File: src/rtl/button_pkg.sv
// button_pkg: shared debounce state type and default timing constants.
package button_pkg;
  typedef enum logic {DB_STABLE, DB_COUNTING} db_state_t;
  localparam int DB_SYNC_STAGES = 2;
  localparam int DB_STABLE_CYCLES = 4;
endpackage

File: src/rtl/debounce_channel.sv
// debounce_channel: one-bit synchronizer plus stability filter for a single key.
module debounce_channel
  import button_pkg::*;
#(
  parameter int SYNC_STAGES = DB_SYNC_STAGES,
  parameter int STABLE_CYCLES = DB_STABLE_CYCLES
) (
  input  logic clk,
  input  logic reset,
  input  logic raw,
  output logic clean,
  output logic busy
);
  localparam int CW = $clog2(STABLE_CYCLES);
  localparam logic [CW-1:0] LAST = CW'(STABLE_CYCLES - 1);
  logic [SYNC_STAGES-1:0] sync;
  logic [CW-1:0] cnt;
  db_state_t state;
  logic s;
  assign s = sync[SYNC_STAGES-1];
  // any return of s to the clean level abandons the candidate and clears the count
  always_ff @(posedge clk or negedge reset)
    if (!reset) begin
      sync <= '0;
      cnt <= '0;
      state <= DB_STABLE;
      clean <= 1'b0;
      busy <= 1'b0;
    end else begin
      sync <= {sync[SYNC_STAGES-2:0], raw};
      if (s == clean) begin
        state <= DB_STABLE;
        busy <= 1'b0;
        cnt <= '0;
      end else if (state == DB_STABLE) begin
        state <= DB_COUNTING;
        busy <= 1'b1;
        cnt <= CW'(1);
      end else if (cnt == LAST) begin
        clean <= s;
        state <= DB_STABLE;
        busy <= 1'b0;
        cnt <= '0;
      end else
        cnt <= cnt + 1'b1;
    end
endmodule

File: src/rtl/button_debouncer.sv
// button_debouncer: N independent synchronize-and-debounce key channels.
module button_debouncer
  import button_pkg::*;
#(
  parameter int N = 4,
  parameter int SYNC_STAGES = DB_SYNC_STAGES,
  parameter int STABLE_CYCLES = DB_STABLE_CYCLES,
  parameter bit INVERT = 1'b0
) (
  input  logic         clk,
  input  logic         reset,
  input  logic [N-1:0] raw,
  output logic [N-1:0] clean,
  output logic [N-1:0] busy
);
  logic [N-1:0] keys;
  assign keys = raw ^ {N{INVERT}};
  for (genvar i = 0; i < N; i++) begin : g_ch
    debounce_channel #(
      .SYNC_STAGES(SYNC_STAGES),
      .STABLE_CYCLES(STABLE_CYCLES)
    ) u_ch (
      .clk(clk),
      .reset(reset),
      .raw(keys[i]),
      .clean(clean[i]),
      .busy(busy[i])
    );
  end
endmodule

File: config.mk
export PLATFORM = sky130hd
export DESIGN_NAME = button_debouncer
export DESIGN_NICKNAME = d
export VERILOG_FILES = /design/src/rtl/button_pkg.sv /design/src/rtl/debounce_channel.sv /design/src/rtl/button_debouncer.sv
export SDC_FILE = /design/constraint.sdc
export NUM_CORES = 1
export LEC_CHECK = 0
export CORE_MARGIN = 2
export CORE_UTILIZATION = 50
export DETAILED_ROUTE_END_ITERATION = 6
export GPL_TIMING_DRIVEN = 0
export PLACE_DENSITY_LB_ADDON = 0.3
export SETUP_SLACK_MARGIN = 0.5
export SLEW_MARGIN = 10
export SYNTH_ARGS = -nofsm -noshare
export SYNTH_HDL_FRONTEND = slang
export SYNTH_HIERARCHICAL = 1
export SYNTH_SLANG_ARGS = --single-unit
File: constraint.sdc
create_clock -name clk -period 1.54 [get_ports clk]
set_input_delay 0.308 -clock clk [delete_from_list [all_inputs] [get_ports clk]]
set_output_delay 0.308 -clock clk [all_outputs]
set_load 0.1 [all_outputs]
* Yosys cells after proc, flatten, opt, wreduce, memory -nomap -nowiden *
Index checks and enable logic that the tools add are counted.

storage, ports and cells
  flip-flop bits (word level) = 28
  bits in latches = 0
  memory bits (writable) = 0
  ROM bits = 0
  input bits = 6
  output and inout bits = 8
  word-level logic and storage cells = 80
  memories kept = 0

operators by class
  $add $sub $neg = 4
  multiply operators = 0
  divide/modulo/power cells = 0
  magnitude comparators = 0
  equal/unequal tests = 12
  shifts and indexed selects = 0
  mux-type cells = 36
  bitwise gates (word level) = 4
  reduce and logical (&&, ||, !) cells = 4

operator list
  kind                                          count
  two-way mux 1 bit                             24
  two-way mux 2 bit                             12
  != test 3 bit (second input constant)         4
  AND reduction 3 bit                           4
  adder 2 x 1 -> 2 bit (second input constant)  4
  == test 2 bit (second input constant)         4
  == test 1 bit                                 4
  NOT 1 bit                                     4

* Logic depth before layout (Yosys ltp) *
  depth after elaboration = 4
  depth in mapped cells = 3
  mapped depth without buffers = 3

* By module *
Netlist, hierarchy kept.

by module, submodules not included
  module                               times used  cells each  area an instance (um^2)  seq. area each (um^2)
  debounce_channel (g_ch[0].u_ch ...)  3           17          244.0                    175.2
  debounce_channel (g_ch[3].u_ch)      1           17          246.5                    175.2

* Least setup slack after synthesis *
No wires, ideal clock.

  path type = register -> register
  start point = reg g_ch[0].u_ch.clean
  end point = reg g_ch[0].u_ch.busy
  library setup time = 0.080 ns
  arrival time = 1.312 ns
  data required time = 1.460 ns
  slack = 0.148 ns
  stages on the path, launching flop included = 3
  buffers on the path = 0
  clock period less this slack = 1.392 ns
  cells stage by stage = dfrtp_1 xnor2_1 a21oi_1

on the way
  cells in the longest elaborated chain, start to end = 2
  elaborated cells between the ends (all ways) = 3
  classes of those cells = 2 x eq/ne; 1 x mux

ends and longest elaborated chain
  item                                                                 line                    source
  start, declared                                                      debounce_channel.sv:11  output logic clean,
  start signal, assigned                                               debounce_channel.sv:40  clean <= s;
  == test 1 bit *                                                      debounce_channel.sv:31  if (s == clean) begin
  != test 3 bit (no source line) or two-way mux 1 bit (tied branches)  n/a
  end signal, assigned                                                 debounce_channel.sv:28  busy <= 1'b0;
  end signal, assigned                                                 debounce_channel.sv:33  busy <= 1'b0;
  end signal, assigned                                                 debounce_channel.sv:37  busy <= 1'b1;
  end, declared                                                        debounce_channel.sv:12  output logic busy

Mark *: on every way between the ends. The rest lies on a longest branch, timed or not.
A chain may end at the register's enable or synchronous reset.

* Final worst setup path *
  start point = reg g_ch[2].u_ch.clean
  end point = out clean[2]

RTL lines
  item                    line                    source
  start, declared         debounce_channel.sv:11
  start signal, assigned  debounce_channel.sv:40
  end, declared           button_debouncer.sv:13  output logic [N-1:0] clean,

No word-level cell between the ends.

==> impl_metrics.tcl <==
set metrics [dict create \
    cp-startpoint "g_ch[2].u_ch/clean" \
    io-pin-count 14 \
    cts_tree "done" \
    crit_type "reg -> out" \
    slew_violations 0 \
    worstPathArrival_ns 1.02 \
    synth.distinct_cells 9 \
    dieWidth_um 48.2 \
    gp_congestion 0.638 \
    hold_path.class "in -> async" \
    num-nets-final 105 \
    antenna_found_initial 0 \
    clock_latency_ns 0.32 \
    cts_buffer_depth 2 \
    detailroute.wirelength.met2_um 947 \
    worstMarginPinSlew_ns 0.634 \
    grt_max_degree 29 \
    ys_seq_elements 28 \
    die_area_sq_mm 0.00233 \
    status "completed" \
    area_delta_synth_final_pct 51.8 \
    final_hold_viol_count 0 \
    critical_path_buf_inv_count 1 \
    max_cap_viol_count 0 \
    num_antenna_cells 0 \
    mostFrequentLayoutCells "dfrtp_1, a21oi_1, buf_12" \
    wl_per_cell_um 14.3 \
    portBuffers 13 \
    hold_buffers 0 \
    final_common_cell "dfrtp_1" \
    drt_iter0_markers 10 \
    numCtsBuffers 3 \
    crit_required_ns 1.23 \
    synth_fa_ha_area_frac 0.0512 \
    crit_chain "buf_12" \
    dr.max_layer_used "met4" \
    period_share 0.864 \
    syn_avg_cell_area_sq_um 14.4 \
    synth-seq-area-share 0.716 \
    wirelength_met1_um 668 \
    r2r_start "g_ch[3].u_ch/clean" \
    period_needed_ns 1.33 \
    worst_path_max_delay_cell "dfrtp_4" \
    start_kind "register" \
    synth_top_family_by_area "simple AND/OR/NAND/NOR gates" \
    n_fill_cell 95 \
    path_clk_slew_ns 0.14 \
    drc_errors 0 \
    gr-usage-all-layers 0.157 \
    grt_pass1_vias 545 \
    core_sq_mm 0.00178 \
    synth_nets 78 \
    dp_hpwl_um 962 \
    wl_um 1710 \
    critPathTopFamily "flip-flops" \
    vias 593 \
    dr.pass1.iters 5 \
    critPathCaptureType "output pin" \
    setup_viol 0 \
    critPathMaxStageDelay_ns 0.53 \
    yosys.area_share.simple 0.0742 \
    grt_pass1_wl_um 2270 \
    synth_compound_gate_area_share 0.0614 \
    ant_nets 0 \
    die_h_um 48.2 \
    rsz0062_at_grt "yes" \
    synthMuxAreaShare 0.0614 \
    fmax_ghz 0.751 \
    skew_ns 0.00867 \
    cts_root_buf "clkbuf_4" \
    htreeDepth 1 \
    gr-total-overflow 0 \
    fin_util 0.833 \
    clkSinkCount 28 \
    vias_per_cell 4.98 \
    synth_area_sq_um 978 \
    netlist_instances 68 \
    maxSlewHeadroom 0.578 \
    crit_fanout 2 \
    ys_warn_count 6 \
    synthXorXnorAreaFrac 0.0358 \
    wl_met3_um 63 \
    start_util 0.549 \
    drive_gt1_frac 0.521 \
    rows 15 \
]
[cells by family after synthesis]
kind of cell,after synthesis
flip-flops,28
AND/OR/NAND/NOR,16
AO/OA/AOI/OAI,12
XOR/XNOR,4
multiplexers,4
adder cells (fa/ha/maj),4
[cell type report]
class                   instances  area (sq um)  area share
multi-input cells              40           410       0.276
repair buffers                 22           287       0.193
well taps                      25          31.3      0.0211
flip-flops and latches         28           721       0.485
clock buffers                   4          36.3      0.0244
[stage by stage]
| step | instances | hold slack, ns | TNS, ns | setup slack [ns] | area (sq um) |
|---|---|---|---|---|---|
| final | 119 | 0.0733 | 0 | 0.209 | 1490 |
| after global routing | 119 | 0.118 | 0 | 0.171 | 1490 |
| after CTS | 117 | 0.108 | 0 | 0.216 | 1400 |
| after detailed placement | 106 | 0.339 | -8.10 | -0.344 | 1240 |
| after global placement | 106 | 0.333 | -8.39 | -0.346 | 1240 |
| after floorplan | 68 | 0.0124 | 0 | 0.497 | 1080 |
[final timing paths]
kind | to | slack, ns | cells after the start
worst max-delay path | clean[2] | 0.21 | 1
worst min-delay path | g_ch[2].u_ch/clean | 0.07 | 1
worst max register to register | g_ch[3].u_ch/busy | 0.46 | 3
worst min register to register | g_ch[0].u_ch/sync[1] | 0.37 | 0
max in group asynchronous | g_ch[1].u_ch/clean | 0.99 | 1
min in group clk | g_ch[0].u_ch/sync[1] | 0.37 | 0
[synthesized netlist by cell type]
master / number / area share
nand2_2: 1 / 0.0064
nand2_1: 7 / 0.027
a21oi_1: 12 / 0.061
dfrtp_1: 28 / 0.72
xnor2_1: 4 / 0.036
ha_1: 4 / 0.051
mux2_4: 4 / 0.061
nand2b_1: 4 / 0.026
nor2_1: 4 / 0.015
[timing repair]
action,4_1_cts,5_1_grt
endpoints found under the setup margin,40,28
gates resized for setup,72,14
pin swaps,4,5
gates cloned,0,0
buffers inserted,7,2
[routing by layer]
layer  vias to the layer above  GRT usage
li1                        279          -
met1                       303      0.174
met2                         9      0.271
met3                         2     0.0444
met4                         0     0.0811
met5                         -          0
[flip-flops by register name, indices dropped and copies added, names as in the netlist]
register and flops:
g_ch.u_ch/cnt 8, g_ch.u_ch/state 4, g_ch.u_ch/sync 8, g_ch.u_ch/busy 4, g_ch.u_ch/clean 4
Power is not shown: default switching activity piles up to over one toggle a cycle in this logic, so the estimate is an artifact.
